File: src/rtl/pe_drv_pkg.sv
// Shared types and default sizing for the 1-D convolution PE driver.
// Holds the driver/sender FSM enums, the debug bundle and the output-count derivation.
package pe_drv_pkg;

    localparam int WIDTH_DEF   = 8;
    localparam int PSUM_W_DEF  = 16;
    localparam int DEPTH_I_DEF = 5;
    localparam int ADDR_I_DEF  = 3;
    localparam int DEPTH_F_DEF = 3;
    localparam int ADDR_F_DEF  = 2;
    localparam int TIMEOUT_DEF = 1024;

    // Six sender channels contribute {req, synced ack}; two receivers {synced req, ack}.
    localparam int HS_PHASE_W = 16;

    typedef enum logic [3:0] {
        ST_IDLE,
        ST_LOAD_HOST,
        ST_SEND_F,
        ST_SEND_I,
        ST_SEND_START,
        ST_SEND_PSUM,
        ST_RECV_PSUM,
        ST_RECV_DONE,
        ST_ERR
    } drv_state_e;

    typedef enum logic [1:0] {
        HS_IDLE,
        HS_DATA,
        HS_REQ,
        HS_REL
    } hs_state_e;

    typedef struct packed {
        drv_state_e              state;
        logic                    done_flag;
        logic [HS_PHASE_W-1:0]   hs_phase;
    } drv_dbg_t;

    function automatic int n_out(input int depth_i, input int depth_f);
        return depth_i - depth_f + 1;
    endfunction

    localparam int N_OUT_DEF = n_out(DEPTH_I_DEF, DEPTH_F_DEF);

endpackage

File: src/rtl/pe_conv1d_driver_hs4_sender.sv
// Four-phase bundled-data sender: latch data, raise req a cycle later, wait for the
// synchronized ack to rise, drop req, then wait for the synchronized ack to fall.
module hs4_sender
    import pe_drv_pkg::*;
#(
    parameter int W = 8
) (
    input  logic         clk,
    input  logic         rst,
    input  logic         clr_i,
    input  logic         start_i,
    input  logic [W-1:0] data_i,
    output logic         req_o,
    input  logic         ack_i,
    output logic [W-1:0] data_o,
    output logic         idle_o,
    output logic         ack_sync_o
);

    hs_state_e    state_q;
    logic         req_q;
    logic [W-1:0] data_q;
    logic         ack_meta_q;
    logic         ack_sync_q;

    always_ff @(posedge clk) begin
        if (rst) begin
            ack_meta_q <= 1'b0;
            ack_sync_q <= 1'b0;
        end else begin
            ack_meta_q <= ack_i;
            ack_sync_q <= ack_meta_q;
        end
    end

    // clr_i abandons a transfer in progress so req falls regardless of the ack level.
    always_ff @(posedge clk) begin
        if (rst || clr_i) begin
            state_q <= HS_IDLE;
            req_q   <= 1'b0;
            data_q  <= '0;
        end else begin
            case (state_q)
                HS_IDLE: begin
                    if (start_i) begin
                        data_q  <= data_i;
                        state_q <= HS_DATA;
                    end
                end
                HS_DATA: begin
                    req_q   <= 1'b1;
                    state_q <= HS_REQ;
                end
                HS_REQ: begin
                    if (ack_sync_q) begin
                        req_q   <= 1'b0;
                        state_q <= HS_REL;
                    end
                end
                HS_REL: begin
                    if (!ack_sync_q) begin
                        state_q <= HS_IDLE;
                    end
                end
                default: state_q <= HS_IDLE;
            endcase
        end
    end

    assign req_o      = req_q;
    assign data_o     = data_q;
    assign idle_o     = (state_q == HS_IDLE);
    assign ack_sync_o = ack_sync_q;

endmodule

File: src/rtl/pe_conv1d_driver.sv
// Host-to-PE driver for a 1-D convolution PE: buffers filter, ifmap and psum seeds from
// the host, streams them over 4-phase channels and returns psums. PE_DRV_TIMEOUT_EN adds a watchdog.
module pe_conv1d_driver
    import pe_drv_pkg::*;
#(
    parameter int WIDTH   = WIDTH_DEF,
    parameter int PSUM_W  = PSUM_W_DEF,
    parameter int DEPTH_I = DEPTH_I_DEF,
    parameter int ADDR_I  = ADDR_I_DEF,
    parameter int DEPTH_F = DEPTH_F_DEF,
    parameter int ADDR_F  = ADDR_F_DEF,
    parameter int TIMEOUT = TIMEOUT_DEF
) (
    input  logic              clk,
    input  logic              rst,
    input  logic              in_valid,
    output logic              in_ready,
    input  logic [PSUM_W-1:0] in_data,
    output logic              res_valid,
    input  logic              res_ready,
    output logic [PSUM_W-1:0] res_data,
    output logic              filter_in_req,
    input  logic              filter_in_ack,
    output logic [WIDTH-1:0]  filter_in_data,
    output logic              filter_addr_req,
    input  logic              filter_addr_ack,
    output logic [ADDR_F-1:0] filter_addr_data,
    output logic              ifmap_in_req,
    input  logic              ifmap_in_ack,
    output logic [WIDTH-1:0]  ifmap_in_data,
    output logic              ifmap_addr_req,
    input  logic              ifmap_addr_ack,
    output logic [ADDR_I-1:0] ifmap_addr_data,
    output logic              psum_in_req,
    input  logic              psum_in_ack,
    output logic [PSUM_W-1:0] psum_in_data,
    output logic              start_req,
    input  logic              start_ack,
    output logic              start_data,
    input  logic              psum_out_req,
    output logic              psum_out_ack,
    input  logic [PSUM_W-1:0] psum_out_data,
    input  logic              done_req,
    output logic              done_ack,
    input  logic              done_data,
    output logic              busy,
    output logic              err,
    output drv_dbg_t          dbg
);

    localparam int N_OUT    = n_out(DEPTH_I, DEPTH_F);
    localparam int LD_TOTAL = DEPTH_F + DEPTH_I + N_OUT;
    localparam int LD_W     = $clog2(LD_TOTAL);
    localparam int OUT_W    = (N_OUT > 1) ? $clog2(N_OUT) : 1;

    drv_state_e        state_q;
    logic [LD_W-1:0]   ld_q;
    logic [ADDR_I-1:0] k_q;
    logic [OUT_W-1:0]  o_q;
    logic              launched_q;
    logic              res_valid_q;
    logic [PSUM_W-1:0] res_data_q;
    logic              po_meta_q, po_sync_q, po_ack_q;
    logic              dn_meta_q, dn_sync_q, dn_ack_q;
    logic              done_flag_q;
    logic [PSUM_W-1:0] rf_q [LD_TOTAL];

    logic [LD_W-1:0]   rd_idx;
    logic [PSUM_W-1:0] rd_word;
    logic              res_free;
    logic              wd_hit;
    logic              snd_clr;
    logic [HS_PHASE_W-1:0] hs_phase;

    logic fi_start, ii_start, st_start, ps_start;
    logic fi_idle, fa_idle, ii_idle, ia_idle, ps_idle, st_idle;
    logic fi_ack_s, fa_ack_s, ii_ack_s, ia_ack_s, ps_ack_s, st_ack_s;

    // Register file layout: filter words, then ifmap words, then psum seeds.
    always_comb begin
        rd_idx = LD_W'(k_q);
        case (state_q)
            ST_SEND_I:    rd_idx = LD_W'(DEPTH_F) + LD_W'(k_q);
            ST_SEND_PSUM: rd_idx = LD_W'(DEPTH_F + DEPTH_I) + LD_W'(o_q);
            default:      ;
        endcase
    end

    assign rd_word  = rf_q[rd_idx];
    assign res_free = !res_valid_q || res_ready;
    assign snd_clr  = (state_q == ST_ERR) || wd_hit;

    assign fi_start = (state_q == ST_SEND_F)     && !launched_q;
    assign ii_start = (state_q == ST_SEND_I)     && !launched_q;
    assign st_start = (state_q == ST_SEND_START) && !launched_q;
    assign ps_start = (state_q == ST_SEND_PSUM)  && !launched_q;

    always_ff @(posedge clk) begin
        if (rst) begin
            po_meta_q <= 1'b0;
            po_sync_q <= 1'b0;
            dn_meta_q <= 1'b0;
            dn_sync_q <= 1'b0;
        end else begin
            po_meta_q <= psum_out_req;
            po_sync_q <= po_meta_q;
            dn_meta_q <= done_req;
            dn_sync_q <= dn_meta_q;
        end
    end

    always_ff @(posedge clk) begin
        if (rst) begin
            state_q     <= ST_IDLE;
            ld_q        <= '0;
            k_q         <= '0;
            o_q         <= '0;
            launched_q  <= 1'b0;
            res_valid_q <= 1'b0;
            res_data_q  <= '0;
            po_ack_q    <= 1'b0;
            dn_ack_q    <= 1'b0;
            done_flag_q <= 1'b0;
        end else begin
            if (res_valid_q && res_ready) begin
                res_valid_q <= 1'b0;
            end
            case (state_q)
                ST_IDLE: begin
                    ld_q <= '0;
                    if (in_valid) begin
                        done_flag_q <= 1'b0;
                        state_q     <= ST_LOAD_HOST;
                    end
                end
                ST_LOAD_HOST: begin
                    if (in_valid) begin
                        rf_q[ld_q] <= in_data;
                        if (ld_q == LD_W'(LD_TOTAL - 1)) begin
                            ld_q    <= '0;
                            k_q     <= '0;
                            state_q <= ST_SEND_F;
                        end else begin
                            ld_q <= ld_q + 1'b1;
                        end
                    end
                end
                ST_SEND_F: begin
                    if (!launched_q) begin
                        launched_q <= 1'b1;
                    end else if (fi_idle && fa_idle) begin
                        launched_q <= 1'b0;
                        if (k_q == ADDR_I'(DEPTH_F - 1)) begin
                            k_q     <= '0;
                            state_q <= ST_SEND_I;
                        end else begin
                            k_q <= k_q + 1'b1;
                        end
                    end
                end
                ST_SEND_I: begin
                    if (!launched_q) begin
                        launched_q <= 1'b1;
                    end else if (ii_idle && ia_idle) begin
                        launched_q <= 1'b0;
                        if (k_q == ADDR_I'(DEPTH_I - 1)) begin
                            k_q     <= '0;
                            o_q     <= '0;
                            state_q <= ST_SEND_START;
                        end else begin
                            k_q <= k_q + 1'b1;
                        end
                    end
                end
                ST_SEND_START: begin
                    if (!launched_q) begin
                        launched_q <= 1'b1;
                    end else if (st_idle) begin
                        launched_q <= 1'b0;
                        state_q    <= ST_SEND_PSUM;
                    end
                end
                ST_SEND_PSUM: begin
                    if (!launched_q) begin
                        launched_q <= 1'b1;
                    end else if (ps_idle) begin
                        launched_q <= 1'b0;
                        state_q    <= ST_RECV_PSUM;
                    end
                end
                ST_RECV_PSUM: begin
                    // The ack is withheld while an unread result still occupies the output register.
                    if (!po_ack_q) begin
                        if (po_sync_q && res_free) begin
                            res_data_q  <= psum_out_data;
                            res_valid_q <= 1'b1;
                            po_ack_q    <= 1'b1;
                        end
                    end else if (!po_sync_q) begin
                        po_ack_q <= 1'b0;
                        if (o_q == OUT_W'(N_OUT - 1)) begin
                            state_q <= ST_RECV_DONE;
                        end else begin
                            o_q     <= o_q + 1'b1;
                            state_q <= ST_SEND_PSUM;
                        end
                    end
                end
                ST_RECV_DONE: begin
                    if (!dn_ack_q) begin
                        if (dn_sync_q) begin
                            done_flag_q <= done_data;
                            dn_ack_q    <= 1'b1;
                        end
                    end else if (!dn_sync_q) begin
                        dn_ack_q <= 1'b0;
                        state_q  <= ST_IDLE;
                    end
                end
                ST_ERR: begin
                    po_ack_q <= 1'b0;
                    dn_ack_q <= 1'b0;
                end
                default: state_q <= ST_IDLE;
            endcase
            if (wd_hit) begin
                state_q    <= ST_ERR;
                launched_q <= 1'b0;
                po_ack_q   <= 1'b0;
                dn_ack_q   <= 1'b0;
            end
        end
    end

    assign hs_phase = {filter_in_req, fi_ack_s, filter_addr_req, fa_ack_s,
                       ifmap_in_req, ii_ack_s, ifmap_addr_req, ia_ack_s,
                       psum_in_req, ps_ack_s, start_req, st_ack_s,
                       po_sync_q, po_ack_q, dn_sync_q, dn_ack_q};

`ifdef PE_DRV_TIMEOUT_EN
    localparam int TO_W = $clog2(TIMEOUT + 1);
    logic [TO_W-1:0]       wd_q;
    logic [HS_PHASE_W-1:0] phase_q;
    logic                  err_q;
    logic                  wd_run;

    // Host back-pressure on the result register is not a PE stall, so it does not count.
    assign wd_run = (state_q inside {ST_SEND_F, ST_SEND_I, ST_SEND_START, ST_SEND_PSUM,
                                     ST_RECV_PSUM, ST_RECV_DONE})
                    && !(res_valid_q && !res_ready);
    assign wd_hit = wd_run && (wd_q == TO_W'(TIMEOUT));

    always_ff @(posedge clk) begin
        phase_q <= hs_phase;
        if (rst) begin
            wd_q  <= '0;
            err_q <= 1'b0;
        end else begin
            if (!wd_run || (hs_phase != phase_q)) begin
                wd_q <= '0;
            end else if (!wd_hit) begin
                wd_q <= wd_q + 1'b1;
            end
            if (wd_hit) begin
                err_q <= 1'b1;
            end
        end
    end

    assign err = err_q;
`else
    assign wd_hit = 1'b0;
    assign err    = 1'b0;
`endif

    hs4_sender #(.W(WIDTH)) u_filter_in (
        .clk(clk), .rst(rst), .clr_i(snd_clr), .start_i(fi_start),
        .data_i(rd_word[WIDTH-1:0]), .req_o(filter_in_req), .ack_i(filter_in_ack),
        .data_o(filter_in_data), .idle_o(fi_idle), .ack_sync_o(fi_ack_s)
    );

    hs4_sender #(.W(ADDR_F)) u_filter_addr (
        .clk(clk), .rst(rst), .clr_i(snd_clr), .start_i(fi_start),
        .data_i(k_q[ADDR_F-1:0]), .req_o(filter_addr_req), .ack_i(filter_addr_ack),
        .data_o(filter_addr_data), .idle_o(fa_idle), .ack_sync_o(fa_ack_s)
    );

    hs4_sender #(.W(WIDTH)) u_ifmap_in (
        .clk(clk), .rst(rst), .clr_i(snd_clr), .start_i(ii_start),
        .data_i(rd_word[WIDTH-1:0]), .req_o(ifmap_in_req), .ack_i(ifmap_in_ack),
        .data_o(ifmap_in_data), .idle_o(ii_idle), .ack_sync_o(ii_ack_s)
    );

    hs4_sender #(.W(ADDR_I)) u_ifmap_addr (
        .clk(clk), .rst(rst), .clr_i(snd_clr), .start_i(ii_start),
        .data_i(k_q), .req_o(ifmap_addr_req), .ack_i(ifmap_addr_ack),
        .data_o(ifmap_addr_data), .idle_o(ia_idle), .ack_sync_o(ia_ack_s)
    );

    hs4_sender #(.W(PSUM_W)) u_psum_in (
        .clk(clk), .rst(rst), .clr_i(snd_clr), .start_i(ps_start),
        .data_i(rd_word), .req_o(psum_in_req), .ack_i(psum_in_ack),
        .data_o(psum_in_data), .idle_o(ps_idle), .ack_sync_o(ps_ack_s)
    );

    hs4_sender #(.W(1)) u_start (
        .clk(clk), .rst(rst), .clr_i(snd_clr), .start_i(st_start),
        .data_i(1'b1), .req_o(start_req), .ack_i(start_ack),
        .data_o(start_data), .idle_o(st_idle), .ack_sync_o(st_ack_s)
    );

    assign in_ready       = (state_q == ST_LOAD_HOST);
    assign busy           = (state_q != ST_IDLE);
    assign res_valid      = res_valid_q;
    assign res_data       = res_data_q;
    assign psum_out_ack   = po_ack_q;
    assign done_ack       = dn_ack_q;
    assign dbg.state      = state_q;
    assign dbg.done_flag  = done_flag_q;
    assign dbg.hs_phase   = hs_phase;

endmodule

File: config.mk
export PLATFORM = sky130hd
export DESIGN_NAME = pe_conv1d_driver
export DESIGN_NICKNAME = d
export VERILOG_FILES = /design/src/rtl/pe_drv_pkg.sv /design/src/rtl/pe_conv1d_driver_hs4_sender.sv /design/src/rtl/pe_conv1d_driver.sv
export SDC_FILE = /design/constraint.sdc
export NUM_CORES = 1
export LEC_CHECK = 0
export ABC_AREA = 1
export CAP_MARGIN = 20
export CORE_MARGIN = 2
export CORE_UTILIZATION = 40
export CTS_CLUSTER_SIZE = 25
export DETAILED_ROUTE_END_ITERATION = 6
export GPL_ROUTABILITY_DRIVEN = 0
export PLACE_DENSITY = 0.67
export SLEW_MARGIN = 25
export SYNTH_ARGS = -nofsm -noshare
export SYNTH_HDL_FRONTEND = slang
export SYNTH_HIERARCHICAL = 1
export SYNTH_SLANG_ARGS = --single-unit
File: constraint.sdc
create_clock -name clk -period 7.67 [get_ports clk]
set_input_delay 1.1505 -clock clk [delete_from_list [all_inputs] [get_ports clk]]
set_output_delay 1.1505 -clock clk [all_outputs]
set_load 0.005 [all_outputs]
==> results of run 1 <==
## power by group through the flow
stage | combinational [mW] | clock (mW) | sequential [mW]
floorplan | 0.864 | 0 | 1.72
detailed placement | 1.13 | 0 | 1.74
global placement | 1.10 | 0 | 1.74
CTS | 1.13 | 1.47 | 1.71
finish | 1.14 | 1.44 | 1.71
global route | 1.28 | 1.54 | 1.72
## registers in the layout (all words and copies together), names as in the netlist, 3 cells and up
signal and flops:
k_q 3, state_q 3, u_psum_in/data_o 16, res_data 16
rf_q 176, u_ifmap_in/data_o 8, ld_q 4, u_ifmap_addr/data_o 3
u_filter_in/data_o 8
## cell usage after synthesis, types with 3 or more instances
cell      instances
ha_1             36
o21ai_0          76
nor2_2            6
clkbuf_1         18
inv_1           242
a21oi_1          17
nand4_1          66
nor2_1          191
buf_2            24
dfxtp_1         105
nand3_2           9
inv_2            14
nand2_1         212
buf_6             7
nand3_1         138
edfxtp_1        176
buf_4            26
o21ai_1          34
o21bai_1         16
nor2_4            4
nand3_4           3
nand2_2          10
## per-layer routing
metal  GRT usage [%]  wire length [um]  vias up
li1                -                 -     4895
met1            24.0             13500     4592
met2            29.6             14700      317
met3            2.65              2140       33
met4            3.56               422        0
met5               0                 0        -
## worst register-to-register path: cells and delay by family (launching register included)
kind,cells,cell delay (ps)
buffers and inverters,2,1160
DFF,1,570
AOI/OAI and AO/OA,1,100
and+or+nand+nor,9,1960
## kinds of logic (layout without fill, tap and decap cells)
logic type | after synthesis | in the layout | synth area share, %
and+or+nand+nor | 646 | 646 | 22.6
buffers and inverters | 338 | 452 | 11.5
DFF | 281 | 281 | 56.2
AOI/OAI and AO/OA | 149 | 149 | 6.19
adders and majority gates | 36 | 36 | 3.43
other | 2 | 9 | 0.0571
xor gates and xnor gates | 1 | 1 | 0.0667
## final timing paths
check	start	to	slack (ps)	depth (start not counted)
worst min register to register	u_ifmap_addr/ack_meta_q	u_ifmap_addr/ack_sync_o	400	2
worst max-delay path	state_q[0]	u_ifmap_in/data_o[0]	3810	12
worst max register to register	state_q[0]	u_ifmap_in/data_o[0]	3810	12
worst min-delay path	u_ifmap_addr/ack_meta_q	u_ifmap_addr/ack_sync_o	400	2
## final cells by class
type / instances / area share [%]
clock buffer: 50 / 5.90
timing repair buffer: 134 / 8.47
sequential: 281 / 47.3
clock inverter: 7 / 0.417
multi-input combinational: 841 / 27.8
tap: 442 / 3.54
inverter: 261 / 6.55
## per-stage QoR
step                      utilization, %  instance area (um^2)  power, mW  hold WS (ps)
after floorplan                        -                 13200       2.59           388
after global placement              45.0                 14600       2.84           390
after detailed placement            45.0                 14600       2.87           395
after CTS                           48.1                 15600       4.32           403
after global routing                48.1                 15600       4.54           426
final                               48.1                 15600       4.29           401
==> results.json, run 1 <==
{
  "num_antenna_cells": 0,
  "yosys-top-cells-area": "edfxtp_1 40%, dfxtp_1 16%, inv_1 6.9%, nand2_1 6.1%, nor2_1 5.5%",
  "pre_cts_ws_ps": 3870,
  "p_per_area_nw_per_um2": 275,
  "numCtsBuffers": 31,
  "grt_max_degree": 66,
  "synth-main-ff-cell": "edfxtp_1",
  "via_count": 9837,
  "cts_tree": "yes",
  "skew_ps": 12.2,
  "fin_cells": 2016,
  "wl_per_cell_um": 15.2,
  "firstDrtPassIters": 6,
  "drt_wl_total_um": 30700,
  "synthDistinctLibCells": 40,
  "rsz0062_at_grt": "no",
  "cts_root_buf": "clkbuf_16",
  "antenna_found_initial": 0,
  "timing.final.crit_share_pct": 50.3,
  "track_usage_pct": 17.5,
  "ys_seq_area_share_pct": 56.2,
  "synthesis.area_um2": 13100,
  "gr-total-overflow": 0,
  "fmax_ghz": 0.259,
  "die_x_um": 185,
  "cts_hold_buf": 0,
  "drt_iter0_drc": 662,
  "p_clk_share_pct": 33.6,
  "drive_above_1_share_pct": 7.56,
  "ff_latch_area_um2": 7390,
  "dpl.hpwl_um": 19600,
  "status": "complete, no violations",
  "final_common_cell": "inv_1",
  "cp-start-kind": "flip-flop",
  "post_cts_buffers": 0,
  "netlist.top_cell.by_area": "edfxtp_1",
  "relSlewSlack_pct": 26.7,
  "avgViaCountPerCell": 4.88,
  "area.growth.synth_to_final_pct": 18.9,
  "ys_ff_latch": 281,
  "critPathMaxFanout": 65,
  "cpMaxStageDelayCell": "nand3_2",
  "power_frac_comb_pct": 26.5,
  "slowest_delay_ps": 860,
  "critPathCaptureType": "flip-flop",
  "port_buffers": 129,
  "dieHeight_um": 185,
  "grt_pass1_wl_um": 47700,
  "path_common_cell": "nand3_1",
  "critPathKind": "reg -> reg",
  "clk_pin_slew_worst_paths_ps": 60,
  "ys_warn_count": 6,
  "cts-resized-gates": 0,
  "design.die.area_um2": 34300,
  "vdd_drop_max_mv": 0.206,
  "layout_common_cells": "242 x inv_1, 211 x nand2_1, 182 x nor2_1, 176 x edfxtp_1, 138 x nand3_1",
  "nFillCells": 3017,
  "critPathRequiredTime_ps": 8160,
  "clk_latency_ps": 560,
  "tns_ps": 0,
  "core_area_um2": 32500,
  "setup_viol": 0,
  "cp_num_buf_inv": 2,
  "synth_top_area_share_pct": 40.2,
  "cp_cell_sequence": "nand3_4, nand3_2, buf_4, nand3_2, buf_4, nand2_1, nand3_1, nand3_1, nand3_1, nand2_1, o21ai_1, nor2_1",
  "worst_pin_slew_ps": 1100,
  "dp.cells": 1959,
  "ios": 132,
  "cts_max_level": 1,
  "netSwitchingFraction_pct": 32.9,
  "syn_inst": 1453,
  "fin_ws_ps": 3810,
  "hp-class": "reg -> reg",
  "ys_async_sr_fraction_pct": 0,
  "min_period_ps": 3860,
  "initial_utilization_pct": 40.5,
  "p_leak_nw": 6.32,
  "slew_violations": 0,
  "ant_nets": 0,
  "power_frac_seq_pct": 39.9,
  "max-clock-path-buffers": 3,
  "hold_viol": 0,
  "drc_errors": 0,
  "cts_sinks": 281,
  "multiInputGateArea_um2": 4350,
  "p_int_mw": 2.88,
  "fin_nets": 1631,
  "critPathTopFamily": "simple AND/OR/NAND/NOR gates",
  "cp.arrival_ps": 4350,
  "num_rows": 66,
  "synth_edf_count": 176,
  "grt_pass1_vias": 8924,
  "cap_violations": 0,
  "p_sw_mw": 1.41,
  "synth_area_per_cell_um2": 9.04
}
Note: power is estimated with default switching activity, not from simulation.
==> run 2, diff against run 1 <==
==> constraint.sdc (replaced) <==
create_clock -name clk -period 3.57 [get_ports clk]
set_input_delay 0.5355 -clock clk [delete_from_list [all_inputs] [get_ports clk]]
set_output_delay 0.5355 -clock clk [all_outputs]
set_load 0.005 [all_outputs]
==> run 2 against run 1 <==
Sequential share of layout area fell by 0.16 points; register-to-register slack got worse by 2900 ps; cell count rose by 0.64%; largest cell class unchanged.
==> results.json, run 2 (synthesis gave the netlist of run 1 again) <==
{
  "status": "complete, no violations",
  "cp_cell_sequence": "inv_1, ha_1, nand2_1, a21oi_1, a31oi_4, inv_2, nand3_1, nand3_1, nand2_1, o21ai_0, nor2_1",
  "firstDrtPassIters": 5,
  "critPathRequiredTime_ps": 4060,
  "ios": 132,
  "layout_common_cells": "242 x inv_1, 211 x nand2_1, 191 x nor2_1, 176 x edfxtp_1, 138 x nand3_1",
  "final_common_cell": "inv_1",
  "dp.cells": 1973,
  "place_area_um2": 14700,
  "antenna_found_initial": 0,
  "port_buffers": 129,
  "cp-start-kind": "flip-flop",
  "core_area_um2": 32500,
  "via_count": 9912,
  "cpMaxStageDelayCell": "a31oi_4",
  "r2r_slack_ps": 920,
  "clk_latency_ps": 550,
  "largest_register_ffs": 176,
  "area.growth.synth_to_final_pct": 19.3,
  "hold_viol": 0,
  "fin_cells": 2029,
  "timing.rr.end": "u_psum_in/data_o[3]",
  "grt_pass1_wl_um": 48600,
  "ant_nets": 0,
  "hold_start": "rst",
  "cp.arrival_ps": 3140,
  "top_register": "rf_q",
  "reg2reg_from": "k_q[0]",
  "cts_hold_buf": 0,
  "critPathKind": "reg -> reg",
  "cap_violations": 0,
  "design.die.area_um2": 34300,
  "skew_ps": 12.4,
  "grt_pass1_vias": 9318,
  "final_cell_area_um2": 15700,
  "min_period_ps": 2650,
  "dieHeight_um": 185,
  "slowest_delay_ps": 560,
  "die_x_um": 185,
  "grt_max_degree": 97,
  "fin_nets": 1644,
  "drt_wl_total_um": 30800,
  "track_usage_pct": 17.8,
  "drc_errors": 0,
  "critPathCaptureType": "flip-flop",
  "cts_sinks": 281,
  "p_leak_nw": 6.38,
  "rsz0062_at_grt": "no",
  "numCtsBuffers": 30,
  "max-clock-path-buffers": 3,
  "num_rows": 66,
  "slew_violations": 0,
  "hold_path_end": "dn_meta_q",
  "wl_per_cell_um": 15.2,
  "reg2reg_depth": 11,
  "cts_tree": "yes",
  "p_per_area_nw_per_um2": 591,
  "clk_pin_slew_worst_paths_ps": 60,
  "utilization_pct": 48.3,
  "cts_max_level": 1,
  "initial_utilization_pct": 40.5,
  "hp-class": "in -> reg",
  "drive_above_1_share_pct": 8.07,
  "vdd_drop_max_mv": 0.473,
  "min_path_cells": 2,
  "worst_pin_slew_ps": 741,
  "holdWs_ps": 326,
  "dpl.hpwl_um": 19900,
  "setup_viol": 0,
  "critPathMaxFanout": 17,
  "post_cts_buffers": 0,
  "avgViaCountPerCell": 4.89,
  "tns_ps": 0,
  "nFillCells": 2969,
  "timing.final.crit_share_pct": 74.1,
  "gr-total-overflow": 0,
  "drt_iter0_drc": 792,
  "cts-resized-gates": 0,
  "relSlewSlack_pct": 50.6,
  "cts_root_buf": "clkbuf_16",
  "fmax_ghz": 0.378,
  "num_antenna_cells": 0
}
run 2: cell count changes in the layout (fill, tap and decap cells not counted), sizes merged:
cell      previous run  this run
clkinvlp             1         0
buf                  6        20
clkbuf              50        49
inv                257       258
run 2: layout make-up:
cell class / instances / area (um^2) / share of cell area [%]
inverters: 261 / 1020 / 6.52
clock buffers: 49 / 911 / 5.81
flip-flops and latches: 281 / 7390 / 47.1
multi-input cells: 841 / 4290 / 27.3
repair buffers: 148 / 1450 / 9.28
clock inverters: 7 / 61.3 / 0.391
well taps: 442 / 553 / 3.53
run 2: metrics by stage:
step	setup WS [ps]	total power [mW]
floorplan	923	5.56
global placement	1040	6.20
detailed placement	981	6.25
CTS	910	9.29
global route	672	9.76
finish	924	9.26
run 2: worst max-delay path by stage:
stage	end	startpoint	slack (ps)	cells after the start
after floorplan	rf_q[6][0]	state_q[0]	920	7
after global placement	u_psum_in/data_o[5]	k_q[0]	1040	11
after detailed placement	u_psum_in/data_o[3]	k_q[0]	980	11
after CTS	busy	state_q[0]	910	5
after global routing	u_psum_in/data_o[7]	k_q[0]	670	11
final	u_psum_in/data_o[3]	k_q[0]	920	11
run 2: worst max-delay path: cells and delay by family, from the launching register on:
| family | cells | cell delay (ps) |
|---|---|---|
| flops | 1 | 480 |
| simple gates | 5 | 610 |
| buf+inv | 2 | 500 |
| compound gates | 3 | 760 |
| fa+ha+maj | 1 | 250 |
run 2: power by group:
group          internal [mW]  switching (mW)  leakage [nW]  total, mW
clock network           1.81            1.24         0.491       3.05
registers               3.56           0.116          2.43       3.68
logic                  0.834            1.70          3.46       2.53
run 2: metal layers:
metal	share of wire, %	vias up	track usage [%]
li1	-	4916	-
met5	0	-	0
met4	1.9	0	5.08
met3	6.8	57	3.36
met2	47	317	29.4
met1	45	4622	24.0
==> run 3, diff against run 2 <==
--- a/config.mk
+++ b/config.mk
@@ -12,7 +12,7 @@
 export CTS_CLUSTER_SIZE = 25
 export DETAILED_ROUTE_END_ITERATION = 6
 export GPL_ROUTABILITY_DRIVEN = 0
-export PLACE_DENSITY = 0.67
+export PLACE_DENSITY = 0.7
 export SLEW_MARGIN = 25
 export SYNTH_ARGS = -nofsm -noshare
 export SYNTH_HDL_FRONTEND = slang
==> constraint.sdc (replaced) <==
create_clock -name clk -period 2.3 [get_ports clk]
set_input_delay 0.345 -clock clk [delete_from_list [all_inputs] [get_ports clk]]
set_output_delay 0.345 -clock clk [all_outputs]
set_load 0.005 [all_outputs]
==> run 3 against run 2 <==
The flow now finishes with violations (DRC); sequential power increased by 54%; global-route usage about the same; count of clock-buffer cells in the layout decreased by 12; highest routed layer unchanged.
==> results.json, run 3 (synthesis gave the netlist of run 1 again) <==
{
  "track_usage_pct": 17.9,
  "p_sw_mw": 4.93,
  "drc_errors": 5,
  "p_clk_share_pct": 33.2,
  "failed_checks": "DRC",
  "hold_viol": 0,
  "max-clock-path-buffers": 3,
  "p_int_mw": 9.95,
  "grt_max_degree": 77,
  "clk_latency_ps": 550,
  "wl_per_cell_um": 15.3,
  "rsz0062_at_grt": "no",
  "num_antenna_cells": 0,
  "slew_violations": 0,
  "drt_iter0_drc": 786,
  "port_buffers": 129,
  "grt_pass1_vias": 9480,
  "power_frac_comb_pct": 28.7,
  "cts_sinks": 281,
  "power_frac_seq_pct": 38.2,
  "r2r_slack_ps": 230,
  "timing.final.crit_share_pct": 96.6,
  "dpl.hpwl_um": 20500,
  "skew_ps": 22.5,
  "fin_ws_ps": 78.1,
  "critPathMaxFanout": 6,
  "drive_above_1_share_pct": 9.66,
  "final_common_cell": "inv_1",
  "hp-class": "in -> reg",
  "cp-start-kind": "flip-flop",
  "cts_tree": "yes",
  "layout_common_cells": "240 x inv_1, 211 x nand2_1, 190 x nor2_1, 176 x edfxtp_1, 138 x nand3_1",
  "core_area_um2": 32500,
  "ff_latch_area_um2": 7390,
  "ios": 132,
  "grt_pass1_wl_um": 49000,
  "clk_pin_slew_worst_paths_ps": 60,
  "firstDrtPassIters": 7,
  "cts_root_buf": "clkbuf_16",
  "status": "complete, but fails checks",
  "design.die.area_um2": 34300,
  "avgViaCountPerCell": 4.94,
  "cap_violations": 0,
  "dieHeight_um": 185,
  "fmax_ghz": 0.450,
  "setup_viol": 0,
  "min_period_ps": 2220,
  "cts_max_level": 1,
  "cp.arrival_ps": 1880,
  "antenna_found_initial": 0,
  "critPathCaptureType": "primary output",
  "initial_utilization_pct": 40.5,
  "pre_cts_ws_ps": -73.7,
  "drt_wl_total_um": 31300,
  "p_leak_nw": 6.55,
  "multiInputGateArea_um2": 4300,
  "worst_pin_slew_ps": 715,
  "p_per_area_nw_per_um2": 924,
  "via_count": 10110,
  "fin_nets": 1662,
  "gr-total-overflow": 0,
  "numCtsBuffers": 30,
  "vdd_drop_max_mv": 0.587,
  "critPathRequiredTime_ps": 1960,
  "largest_register_ffs": 176,
  "nFillCells": 2988,
  "netSwitchingFraction_pct": 33.1,
  "die_x_um": 185,
  "critPathKind": "reg -> out",
  "ant_nets": 0,
  "utilization_pct": 49.6,
  "area.growth.synth_to_final_pct": 22.5,
  "relSlewSlack_pct": 52.3,
  "top_register": "rf_q",
  "num_rows": 66
}
==> run 3: through the flow <==
stage          cell area [um^2]  std cells  power, mW  setup TNS [ps]  hold slack, ps
3_5_place_dp              15000       1988       9.88            -376             395
3_3_place_gp              15000       1988       9.79               0             391
5_1_grt                   16100       2047       15.7               0             277
4_1_cts                   16000       2044       14.8               0             270
2_1_floorplan             13200       1460       8.63          -11110             388
6_report                  16100       2047       14.9               0             285
==> run 3: area by class of cell <==
class,instances,share of cell area [%]
Multi-Input combinational cell,841,26.7
Clock inverter,19,1.31
Tap cell,442,3.43
Timing Repair Buffer,166,11.1
Inverter,261,6.45
Clock buffer,37,5.07
Sequential cell,281,45.9
==> run 3: timing repair <==
action	4_1_cts	5_1_grt
buffers inserted	0	2
gates resized for setup	5	13
cloned	0	1
setup endpoints to repair	23	32
pin swaps	0	1
hold buffers	0	0
hold endpoints to repair	0	0
==> run 3: final timing paths <==
kind                            depth (start not counted)                 endpoint             startpoint
worst max register to register                         11      u_psum_in/data_o[3]                 k_q[0]
worst min-delay path                                    3  u_ifmap_addr/ack_sync_o                    rst
worst max-delay path                                    4                 in_ready             state_q[0]
worst min register to register                          2    u_ifmap_in/ack_sync_o  u_ifmap_in/ack_meta_q
==> run 3: layer usage <==
layer / up-vias / part of all wire, % / global-route usage, %
met5: - / 0 / 0
li1: 4960 / - / -
met2: 377 / 46 / 29.3
met3: 52 / 7.0 / 2.60
met4: 0 / 2.2 / 4.86
met1: 4721 / 45 / 24.7
==> run 3: worst max-delay path, cell delays in order (launching register included) <==
cell,delay [ps]
dfxtp_4,400
buf_4,150
nand3_1,160
inv_2,120
clkdlybuf4s50_1,520
==> run 3: power groups by stage <==
stage	Sequential, mW	Clock, mW	Combinational (mW)
floorplan	5.75	0	2.88
global placement	5.77	0	4.02
detailed placement	5.78	0	4.10
CTS	5.67	5.03	4.12
global route	5.70	5.23	4.76
finish	5.68	4.94	4.26
